<file path="src/rtl/mem_stage_mc_if.sv">
// Data-memory request/acknowledge bus between the MEM stage and a
// variable-latency data memory.
//   master : MEM stage (drives request, write enable, address, data, byte enables)
//   slave  : memory     (drives ack and read data)
// Signal summary:
//   mem_req_o   request outstanding
//   mem_we_o    write request
//   mem_addr_o  XLEN/8-aligned address
//   mem_wdata_o lane-replicated write data
//   mem_be_o    byte enables
//   mem_ack_i   access complete
//   mem_rdata_i read data, valid with ack
interface mem_stage_mc_if #(
  parameter int unsigned XLEN = 32
) ();
  logic                mem_req_o;
  logic                mem_we_o;
  logic [XLEN-1:0]     mem_addr_o;
  logic [XLEN-1:0]     mem_wdata_o;
  logic [XLEN/8-1:0]   mem_be_o;
  logic                mem_ack_i;
  logic [XLEN-1:0]     mem_rdata_i;

  modport master (
    output mem_req_o, mem_we_o, mem_addr_o, mem_wdata_o, mem_be_o,
    input  mem_ack_i, mem_rdata_i
  );

  modport slave (
    input  mem_req_o, mem_we_o, mem_addr_o, mem_wdata_o, mem_be_o,
    output mem_ack_i, mem_rdata_i
  );
endinterface

</file>
<file path="src/rtl/mem_stage_mc.sv">
// MEM pipeline stage with a variable-latency req/ack data-memory port.
// Byte/half/word (and dword when XLEN=64) loads and stores, sign/zero
// extension, byte enables, upstream stall while an access is outstanding,
// and an internal MEM/WB output register.
// Optional feature: define MEM_TIMEOUT_EN to enable the ack watchdog
// (TIMEOUT_CYCLES BUSY cycles without ack -> bus_err_o pulse).
// Ports:
//   clk_i, rst_i            clock, asynchronous active-high reset
//   valid_i .. rd_i         instruction fields from EX/MEM
//   mem                     data-memory bus (mem_stage_mc_if.master)
//   stall_o                 combinational upstream hold
//   valid_o .. rd_o         registered MEM/WB fields
//   misalign_o, bus_err_o   registered one-cycle fault flags
module mem_stage_mc #(
  parameter int unsigned XLEN           = 32,
  parameter int unsigned REG_AW         = 5,
  parameter int unsigned TIMEOUT_CYCLES = 64
) (
  input  logic              clk_i,
  input  logic              rst_i,
  input  logic              valid_i,
  input  logic [XLEN-1:0]   ALUout_i,
  input  logic [XLEN-1:0]   regOp2_i,
  input  logic              MemRead_i,
  input  logic              MemWrite_i,
  input  logic [1:0]        MemSize_i,
  input  logic              MemUnsigned_i,
  input  logic              RegWrite_i,
  input  logic [1:0]        WriteSrc_i,
  input  logic [XLEN-1:0]   pcPlus4_i,
  input  logic [XLEN-1:0]   ImmOp_i,
  input  logic [REG_AW-1:0] rd_i,
  mem_stage_mc_if.master    mem,
  output logic              stall_o,
  output logic              valid_o,
  output logic              RegWrite_o,
  output logic [1:0]        WriteSrc_o,
  output logic [XLEN-1:0]   ALUout_o,
  output logic [XLEN-1:0]   DataMemOut_o,
  output logic [XLEN-1:0]   pcPlus4_o,
  output logic [XLEN-1:0]   ImmOp_o,
  output logic [REG_AW-1:0] rd_o,
  output logic              misalign_o,
  output logic              bus_err_o
);

  localparam int unsigned BE_W  = XLEN / 8;
  localparam int unsigned OFF_W = (XLEN == 64) ? 3 : 2;

  localparam logic [0:0] S_IDLE = 1'b0;
  localparam logic [0:0] S_BUSY = 1'b1;

  logic [0:0] state, state_d;

  // Fields captured on accept, consumed when the access completes
  logic [OFF_W-1:0]  lat_off, lat_off_d;
  logic [1:0]        lat_size, lat_size_d;
  logic              lat_uns, lat_uns_d;
  logic              lat_rw, lat_rw_d;
  logic [1:0]        lat_ws, lat_ws_d;
  logic [XLEN-1:0]   lat_alu, lat_alu_d;
  logic [XLEN-1:0]   lat_pc4, lat_pc4_d;
  logic [XLEN-1:0]   lat_imm, lat_imm_d;
  logic [REG_AW-1:0] lat_rd, lat_rd_d;

  // Next values of bus and MEM/WB registers
  logic              req_d, we_d;
  logic [XLEN-1:0]   addr_d, wdata_d;
  logic [BE_W-1:0]   be_d;
  logic              valid_d, rw_d, mis_d, berr_d;
  logic [1:0]        ws_d;
  logic [XLEN-1:0]   alu_d, dmo_d, pc4_d, imm_d;
  logic [REG_AW-1:0] rd_d;

  // Request decode from the incoming instruction
  logic [OFF_W-1:0]  off;
  logic              is_mem, aligned;
  logic [BE_W-1:0]   be_c;
  logic [XLEN-1:0]   wdata_c;

`ifdef MEM_TIMEOUT_EN
  localparam int unsigned TMO_W = $clog2(TIMEOUT_CYCLES + 1);
  localparam logic [TMO_W-1:0] TMO_LAST = TMO_W'(TIMEOUT_CYCLES - 1);
  logic [TMO_W-1:0] tmo_cnt, tmo_cnt_d;
`else
  logic [31:0] unused_tmo_cfg;
  assign unused_tmo_cfg = 32'(TIMEOUT_CYCLES);
`endif

  // Alignment, byte enables and lane-replicated store data
  always_comb begin
    off    = ALUout_i[OFF_W-1:0];
    is_mem = MemRead_i | MemWrite_i;
    case (MemSize_i)
      2'b00: begin
        aligned = 1'b1;
        be_c    = BE_W'(1) << off;
        wdata_c = {(XLEN/8){regOp2_i[7:0]}};
      end
      2'b01: begin
        aligned = ~off[0];
        be_c    = BE_W'(3) << off;
        wdata_c = {(XLEN/16){regOp2_i[15:0]}};
      end
      2'b10: begin
        aligned = (off[1:0] == 2'b00);
        be_c    = BE_W'(15) << off;
        wdata_c = {(XLEN/32){regOp2_i[31:0]}};
      end
      default: begin
        // dword exists only on a 64-bit datapath
        aligned = (XLEN == 64) && (off == '0);
        be_c    = '1;
        wdata_c = regOp2_i;
      end
    endcase
  end

  // Load formatting: move the addressed lane to bit 0, then push it to the
  // top and shift back down so sign/zero extension is one shift either way
  logic [XLEN-1:0]        lane, lane_up, zext;
  logic signed [XLEN-1:0] sext;
  logic [6:0]             ext_sh;
  logic [XLEN-1:0]        load_fmt;

  always_comb begin
    case (lat_size)
      2'b00:   ext_sh = 7'(XLEN - 8);
      2'b01:   ext_sh = 7'(XLEN - 16);
      2'b10:   ext_sh = 7'(XLEN - 32);
      default: ext_sh = 7'd0;
    endcase
    lane     = mem.mem_rdata_i >> {lat_off, 3'b000};
    lane_up  = lane << ext_sh;
    zext     = lane_up >> ext_sh;
    sext     = $signed(lane_up) >>> ext_sh;
    load_fmt = lat_uns ? zext : sext;
  end

  // State register
  always_ff @(posedge clk_i or posedge rst_i) begin
    if (rst_i) state <= S_IDLE;
    else       state <= state_d;
  end

  // Next state, stall and next values of all registered outputs
  always_comb begin
    state_d    = state;
    stall_o    = 1'b0;
    req_d      = mem.mem_req_o;
    we_d       = mem.mem_we_o;
    addr_d     = mem.mem_addr_o;
    wdata_d    = mem.mem_wdata_o;
    be_d       = mem.mem_be_o;
    lat_off_d  = lat_off;
    lat_size_d = lat_size;
    lat_uns_d  = lat_uns;
    lat_rw_d   = lat_rw;
    lat_ws_d   = lat_ws;
    lat_alu_d  = lat_alu;
    lat_pc4_d  = lat_pc4;
    lat_imm_d  = lat_imm;
    lat_rd_d   = lat_rd;
    valid_d    = 1'b0;
    rw_d       = 1'b0;
    mis_d      = 1'b0;
    berr_d     = 1'b0;
    ws_d       = WriteSrc_o;
    alu_d      = ALUout_o;
    dmo_d      = DataMemOut_o;
    pc4_d      = pcPlus4_o;
    imm_d      = ImmOp_o;
    rd_d       = rd_o;
`ifdef MEM_TIMEOUT_EN
    tmo_cnt_d  = tmo_cnt;
`endif
    case (state)
      S_IDLE: begin
        if (valid_i) begin
          if (is_mem && aligned) begin
            stall_o    = 1'b1;
            state_d    = S_BUSY;
            req_d      = 1'b1;
            we_d       = MemWrite_i;
            addr_d     = {ALUout_i[XLEN-1:OFF_W], OFF_W'(0)};
            wdata_d    = wdata_c;
            be_d       = be_c;
            lat_off_d  = off;
            lat_size_d = MemSize_i;
            lat_uns_d  = MemUnsigned_i;
            lat_rw_d   = RegWrite_i;
            lat_ws_d   = WriteSrc_i;
            lat_alu_d  = ALUout_i;
            lat_pc4_d  = pcPlus4_i;
            lat_imm_d  = ImmOp_i;
            lat_rd_d   = rd_i;
`ifdef MEM_TIMEOUT_EN
            tmo_cnt_d  = '0;
`endif
          end else begin
            // Plain op or misaligned access: single-cycle pass-through
            valid_d = 1'b1;
            rw_d    = RegWrite_i & ~is_mem;
            mis_d   = is_mem;
            ws_d    = WriteSrc_i;
            alu_d   = ALUout_i;
            dmo_d   = '0;
            pc4_d   = pcPlus4_i;
            imm_d   = ImmOp_i;
            rd_d    = rd_i;
          end
        end
      end
      S_BUSY: begin
        stall_o = ~mem.mem_ack_i;
        if (mem.mem_ack_i) begin
          state_d = S_IDLE;
          req_d   = 1'b0;
          we_d    = 1'b0;
          valid_d = 1'b1;
          rw_d    = lat_rw;
          ws_d    = lat_ws;
          alu_d   = lat_alu;
          dmo_d   = mem.mem_we_o ? '0 : load_fmt;
          pc4_d   = lat_pc4;
          imm_d   = lat_imm;
          rd_d    = lat_rd;
        end
`ifdef MEM_TIMEOUT_EN
        else if (tmo_cnt == TMO_LAST) begin
          // Give up: release upstream and retire the op as a bus error
          stall_o = 1'b0;
          state_d = S_IDLE;
          req_d   = 1'b0;
          we_d    = 1'b0;
          valid_d = 1'b1;
          berr_d  = 1'b1;
          ws_d    = lat_ws;
          alu_d   = lat_alu;
          dmo_d   = '0;
          pc4_d   = lat_pc4;
          imm_d   = lat_imm;
          rd_d    = lat_rd;
        end else begin
          tmo_cnt_d = tmo_cnt + TMO_W'(1);
        end
`endif
      end
      default: state_d = S_IDLE;
    endcase
  end

  // Bus, latch and MEM/WB registers
  always_ff @(posedge clk_i or posedge rst_i) begin
    if (rst_i) begin
      mem.mem_req_o   <= 1'b0;
      mem.mem_we_o    <= 1'b0;
      mem.mem_addr_o  <= '0;
      mem.mem_wdata_o <= '0;
      mem.mem_be_o    <= '0;
      lat_off         <= '0;
      lat_size        <= '0;
      lat_uns         <= 1'b0;
      lat_rw          <= 1'b0;
      lat_ws          <= '0;
      lat_alu         <= '0;
      lat_pc4         <= '0;
      lat_imm         <= '0;
      lat_rd          <= '0;
      valid_o         <= 1'b0;
      RegWrite_o      <= 1'b0;
      misalign_o      <= 1'b0;
      bus_err_o       <= 1'b0;
      WriteSrc_o      <= '0;
      ALUout_o        <= '0;
      DataMemOut_o    <= '0;
      pcPlus4_o       <= '0;
      ImmOp_o         <= '0;
      rd_o            <= '0;
    end else begin
      mem.mem_req_o   <= req_d;
      mem.mem_we_o    <= we_d;
      mem.mem_addr_o  <= addr_d;
      mem.mem_wdata_o <= wdata_d;
      mem.mem_be_o    <= be_d;
      lat_off         <= lat_off_d;
      lat_size        <= lat_size_d;
      lat_uns         <= lat_uns_d;
      lat_rw          <= lat_rw_d;
      lat_ws          <= lat_ws_d;
      lat_alu         <= lat_alu_d;
      lat_pc4         <= lat_pc4_d;
      lat_imm         <= lat_imm_d;
      lat_rd          <= lat_rd_d;
      valid_o         <= valid_d;
      RegWrite_o      <= rw_d;
      misalign_o      <= mis_d;
      bus_err_o       <= berr_d;
      WriteSrc_o      <= ws_d;
      ALUout_o        <= alu_d;
      DataMemOut_o    <= dmo_d;
      pcPlus4_o       <= pc4_d;
      ImmOp_o         <= imm_d;
      rd_o            <= rd_d;
    end
  end

`ifdef MEM_TIMEOUT_EN
  // Ack watchdog counter
  always_ff @(posedge clk_i or posedge rst_i) begin
    if (rst_i) tmo_cnt <= '0;
    else       tmo_cnt <= tmo_cnt_d;
  end
`endif

endmodule

</file>
<file path="src/flat_wrapper.sv">
// flat-port wrapper written by rule: the top's interface ports become plain ports
module mem_stage_mc_flat 
#(
  parameter int unsigned XLEN           = 32,
  parameter int unsigned REG_AW         = 5,
  parameter int unsigned TIMEOUT_CYCLES = 64
)
  (clk_i, rst_i, valid_i, ALUout_i, regOp2_i, MemRead_i, MemWrite_i, MemSize_i, MemUnsigned_i, RegWrite_i, WriteSrc_i, pcPlus4_i, ImmOp_i, rd_i, stall_o, valid_o, RegWrite_o, WriteSrc_o, ALUout_o, DataMemOut_o, pcPlus4_o, ImmOp_o, rd_o, misalign_o, bus_err_o, mem_mem_req_o, mem_mem_we_o, mem_mem_addr_o, mem_mem_wdata_o, mem_mem_be_o, mem_mem_ack_i, mem_mem_rdata_i);
  mem_stage_mc_if #(.XLEN(XLEN)) mem_i ();
  input  logic clk_i;
  input  logic rst_i;
  input  logic valid_i;
  input  logic [XLEN-1:0] ALUout_i;
  input  logic [XLEN-1:0] regOp2_i;
  input  logic MemRead_i;
  input  logic MemWrite_i;
  input  logic [1:0] MemSize_i;
  input  logic MemUnsigned_i;
  input  logic RegWrite_i;
  input  logic [1:0] WriteSrc_i;
  input  logic [XLEN-1:0] pcPlus4_i;
  input  logic [XLEN-1:0] ImmOp_i;
  input  logic [REG_AW-1:0] rd_i;
  output logic stall_o;
  output logic valid_o;
  output logic RegWrite_o;
  output logic [1:0] WriteSrc_o;
  output logic [XLEN-1:0] ALUout_o;
  output logic [XLEN-1:0] DataMemOut_o;
  output logic [XLEN-1:0] pcPlus4_o;
  output logic [XLEN-1:0] ImmOp_o;
  output logic [REG_AW-1:0] rd_o;
  output logic misalign_o;
  output logic bus_err_o;
  output wire logic [$bits(mem_i.mem_req_o)-1:0] mem_mem_req_o;
  output wire logic [$bits(mem_i.mem_we_o)-1:0] mem_mem_we_o;
  output wire logic [$bits(mem_i.mem_addr_o)-1:0] mem_mem_addr_o;
  output wire logic [$bits(mem_i.mem_wdata_o)-1:0] mem_mem_wdata_o;
  output wire logic [$bits(mem_i.mem_be_o)-1:0] mem_mem_be_o;
  input wire logic [$bits(mem_i.mem_ack_i)-1:0] mem_mem_ack_i;
  input wire logic [$bits(mem_i.mem_rdata_i)-1:0] mem_mem_rdata_i;
  assign mem_mem_req_o = mem_i.mem_req_o;
  assign mem_mem_we_o = mem_i.mem_we_o;
  assign mem_mem_addr_o = mem_i.mem_addr_o;
  assign mem_mem_wdata_o = mem_i.mem_wdata_o;
  assign mem_mem_be_o = mem_i.mem_be_o;
  assign mem_i.mem_ack_i = mem_mem_ack_i;
  assign mem_i.mem_rdata_i = mem_mem_rdata_i;
  mem_stage_mc #(.XLEN(XLEN), .REG_AW(REG_AW), .TIMEOUT_CYCLES(TIMEOUT_CYCLES)) u_core (.clk_i(clk_i), .rst_i(rst_i), .valid_i(valid_i), .ALUout_i(ALUout_i), .regOp2_i(regOp2_i), .MemRead_i(MemRead_i), .MemWrite_i(MemWrite_i), .MemSize_i(MemSize_i), .MemUnsigned_i(MemUnsigned_i), .RegWrite_i(RegWrite_i), .WriteSrc_i(WriteSrc_i), .pcPlus4_i(pcPlus4_i), .ImmOp_i(ImmOp_i), .rd_i(rd_i), .mem(mem_i), .stall_o(stall_o), .valid_o(valid_o), .RegWrite_o(RegWrite_o), .WriteSrc_o(WriteSrc_o), .ALUout_o(ALUout_o), .DataMemOut_o(DataMemOut_o), .pcPlus4_o(pcPlus4_o), .ImmOp_o(ImmOp_o), .rd_o(rd_o), .misalign_o(misalign_o), .bus_err_o(bus_err_o));
endmodule
</file>
<file path="config.mk">
export PLATFORM = sky130hd
export DESIGN_NAME = mem_stage_mc_flat
export DESIGN_NICKNAME = d
export VERILOG_FILES = /design/src/rtl/mem_stage_mc_if.sv /design/src/rtl/mem_stage_mc.sv /design/src/flat_wrapper.sv
export SDC_FILE = /design/constraint.sdc
export NUM_CORES = 1
export LEC_CHECK = 0
export ABC_AREA = 1
export BUFFER_PORTS_ARGS = -buffer_cell sky130_fd_sc_hd__buf_2
export CAP_MARGIN = 20
export CORE_MARGIN = 4
export CORE_UTILIZATION = 56
export DETAILED_ROUTE_END_ITERATION = 10
export PLACE_DENSITY = 0.82
export SYNTH_ARGS = -nofsm -noshare
export SYNTH_HDL_FRONTEND = slang
export SYNTH_SLANG_ARGS = --single-unit
</file>
<file path="constraint.sdc">
create_clock -name clk_i -period 15.4 [get_ports clk_i]
set_input_delay 0.77 -clock clk_i [delete_from_list [all_inputs] [get_ports clk_i]]
set_output_delay 0.77 -clock clk_i [all_outputs]
set_load 0.03 [all_outputs]
</file>
==> flow_summary_export.csv <==
group,metric,value,unit
floorplanning,num_rows,56,
sta,finalCritPeriodShare,31.1,%
detailed_routing,wirelength,36900,µm
clock_tree,cts_tree,"yes",
global_routing,grt_pass1_vias,11600,
global_routing,antenna_found_initial,5,
yosys,synth-simple-area-share,24.7,%
detailed_routing,vias_per_cell,5.31,
yosys,avgSynthCellArea,7.89,µm²
min_path,hp-class,"input port to asynchronous set/reset pin",
sta,rsz0062_at_grt,"no",
yosys,synth_top_area_cell,"dfrtp_1",
critical_path,worstPathCellList,"buf_4 -> inv_1 -> nand2_1 -> nor2_1 -> nand2_8 -> o21ai_0 -> buf_2",
global_routing,grt_use_total,26.9,%
placed_design,place_congestion,0.947,
yosys,synth_cells,1689,
floorplanning,io_pins,387,
cells_and_area,final_cell_mix,"603 x nand2_1, 383 x buf_2, 283 x dfrtp_1",
placed_design,io_buffers,383,
detailed_routing,dr_total_vias,12300,
global_routing,top_usage_layer,"met2",
critical_path,cp_top_family,"buffers and inverters",
detailed_routing,avgRoutedWirePerCell,15.9,µm
pwr,p_total,2.62,mW
floorplanning,core_area,23500,µm²
sta,hold_violations,0,
cells_and_area,fin_nets,2153,
yosys,synth_top_family_by_area,"simple AND/OR/NAND/NOR gates",
clock_tree,ctsHoldBuffers,0,
critical_path,required,14630,ps
run_status,status,"finished clean",
critical_path,critPathLaunchType,"flip-flop",
detailed_routing,drc,0,
critical_path,worst-setup-path-type,"flip-flop to primary output",
yosys,synth.mux.area_fraction,0.150,%
critical_path,crit_fanout,157,
cells_and_area,drive_gt1_share,23.0,%
global_routing,grt_pass1_wl,58300,µm
yosys,seq_area_frac_synth,53.3,%
detailed_routing,first_pass_iters,6,
clock_tree,insertion_delay,540,ps
global_routing,grt_overflow,0,
pwr,vdd_ir_drop_max,92.0,µV
cells_and_area,syn2layout_area_growth,21.2,%
global_routing,use_met1,36.7,%
global_routing,grt_start_max_net_pins,158,
sta,drv_slew,0,
flow_run,drv_cap,0,
detailed_routing,drtIter0Drc,1368,
floorplanning,start_util,56.8,%
yosys,ys_seq_elements,284,
global_routing,use_met2,43.7,%
yosys,synth_xor_area_share,0,%
critical_path,critPathBufInv,3,
yosys,synth_area_leaders,"dfrtp_1 53%, nand2_1 17%, o21ai_0 9.8%, nand3_1 5.8%, inv_1 3.7%",
sta,maxSlewHeadroom,33.2,%
critical_path,rrSetupSlack,11080,ps
sta,fin_setup_tns,0,ps
critical_path,critPathCaptureType,"primary output",
sta,max_freq,209,MHz
sta,worst_pin_slew,1000,ps
clock_tree,clockBufferDepth,3,
clock_tree,cts.repair.resized,0,
sta,hold_ws,424,ps
cells_and_area,fillCellCount,1904,
clock_tree,post_cts_buffers,0,
yosys,yosysWarnings,0,
detailed_routing,ant_nets,0,
floorplanning,die_w,162,µm
cells_and_area,layout_commonest_cell,"nand2_1",
floorplanning,dieArea,26300,µm²
floorplanning,die_h,162,µm
clock_tree,cts_made_buffers,31,
clock_tree,h-tree-depth,1,
critical_path,cp.arrival,4020,ps
pwr,power_leakage,9.01,nW
yosys,synth_compound_area_share,12.0,%
yosys,syn_area,13300,µm²
critical_path,cpPeakStageDelay,990,ps
yosys,synth_top_area_share,53.3,%
sta,setup_violations,0,
critical_path,slowest_stage,"dfrtp_4",
yosys,synth_adder_area_share,0.376,%
global_routing,gr-usage-met3,4.24,%
sta,worst_clock_skew,11.3,ps
cells_and_area,regArea,7110,µm²
clock_tree,cts.sinks,284,
clock_tree,clkTransAtPathRegs,60,ps
sta,min_period,4790,ps
clock_tree,clockRootBuffer,"clkbuf_16",
pwr,p_per_area,162,nW/µm²
yosys,synth.distinct_cells,29,
cells_and_area,multi_input_area,5000,µm²
placed_design,dp_hpwl,24500,µm
[report_power, final]
part	total, mW	internal (mW)	switching (mW)
Clock	0.766	0.473	0.293
Sequential	1.06	0.929	0.128
Combinational	0.798	0.232	0.566
[cell type report]
cell class	instances	share of cell area, %
Inverter	130	3.07
Clock inverter	11	1.01
Antenna cell	4	0.0620
Clock buffer	44	5.60
Multi-Input combinational cell	1132	30.9
Timing Repair Buffer	393	12.8
Sequential cell	284	44.0
Tap cell	319	2.47
[stage by stage]
stage | cell area [µm²] | cells | worst slack, ps | util (%)
final | 16200 | 2317 | 10610 | 68.8
after floorplan | 13300 | 1691 | 6790 | -
after CTS | 16100 | 2310 | 10520 | 68.4
after detailed placement | 15000 | 2255 | 11070 | 63.9
after global placement | 15000 | 2254 | 11190 | 63.8
after global routing | 16200 | 2317 | 10190 | 68.8
[worst register-to-register path, cell delays in order, from the launching register on]
cell and delay [ps]:
dfrtp_4 990, buf_4 840, nand2_4 690, nor2_2 990
inv_1 240, a21oi_1 330, nand2_1 110, nand2_1 80
[per-layer routing]
layer  vias to the layer above  wire length [µm]
met5                         -                13
li1                       5913                 -
met4                         2              1490
met2                       551             17400
met3                       108              2730
met1                      5730             15200
[sequential cells by signal, indices dropped and copies added (netlist names), 2 cells and up]
register	cells
u_core.lat_pc4	32
u_core.lat_alu	30
u_core.ImmOp_o	32
u_core.lat_rd	5
u_core.mem.mem_be_o	4
u_core.lat_ws	2
u_core.ALUout_o	32
u_core.rd_o	5
u_core.DataMemOut_o	32
u_core.WriteSrc_o	2
u_core.lat_imm	32
u_core.pcPlus4_o	32
u_core.mem.mem_wdata_o	32
u_core.lat_size	2
[logic make-up (layout without fill, tap and decap cells)]
family / after synthesis / in the layout
AND/OR/NAND/NOR: 813 / 813
AO/OA/AOI/OAI: 310 / 310
flip-flops: 284 / 284
buffers and inverters: 275 / 578
adder cells (fa/ha/maj): 4 / 4
multiplexers: 2 / 2
other: 1 / 7
[path summary, 6_finish.rpt]
check | start | end | cells past startpoint
min in group clk_i | RegWrite_i | u_core.lat_rw | 3
worst min register to register | u_core.mem.mem_be_o[2] | u_core.mem.mem_be_o[2] | 2
worst max register to register | u_core.state | u_core.DataMemOut_o[11] | 7
worst max-delay path | u_core.state | stall_o | 7
max in group asynchronous | rst_i | u_core.lat_imm[12] | 4
worst min-delay path | rst_i | u_core.pcPlus4_o[19] | 2
[synth_stat cells]
master	number
nand2_1	603
buf_4	42
or2_2	3
nand2_4	1
nand3_1	154
mux2i_1	2
o31ai_1	10
conb_1	1
o21ai_1	1
dfrtp_1	284
clkbuf_1	54
a21oi_2	1
nor2_2	2
o21ai_2	1
buf_2	43
nand2_2	4
nor2_4	1
a21oi_1	28
nor2_1	39
o21ai_0	261
o22ai_1	6
ha_1	4
buf_1	5
nand4_1	3
nor3_1	2
buf_6	1
inv_1	130
and3b_1	1
o211ai_1	2
Power figures use the tool's default switching activity.
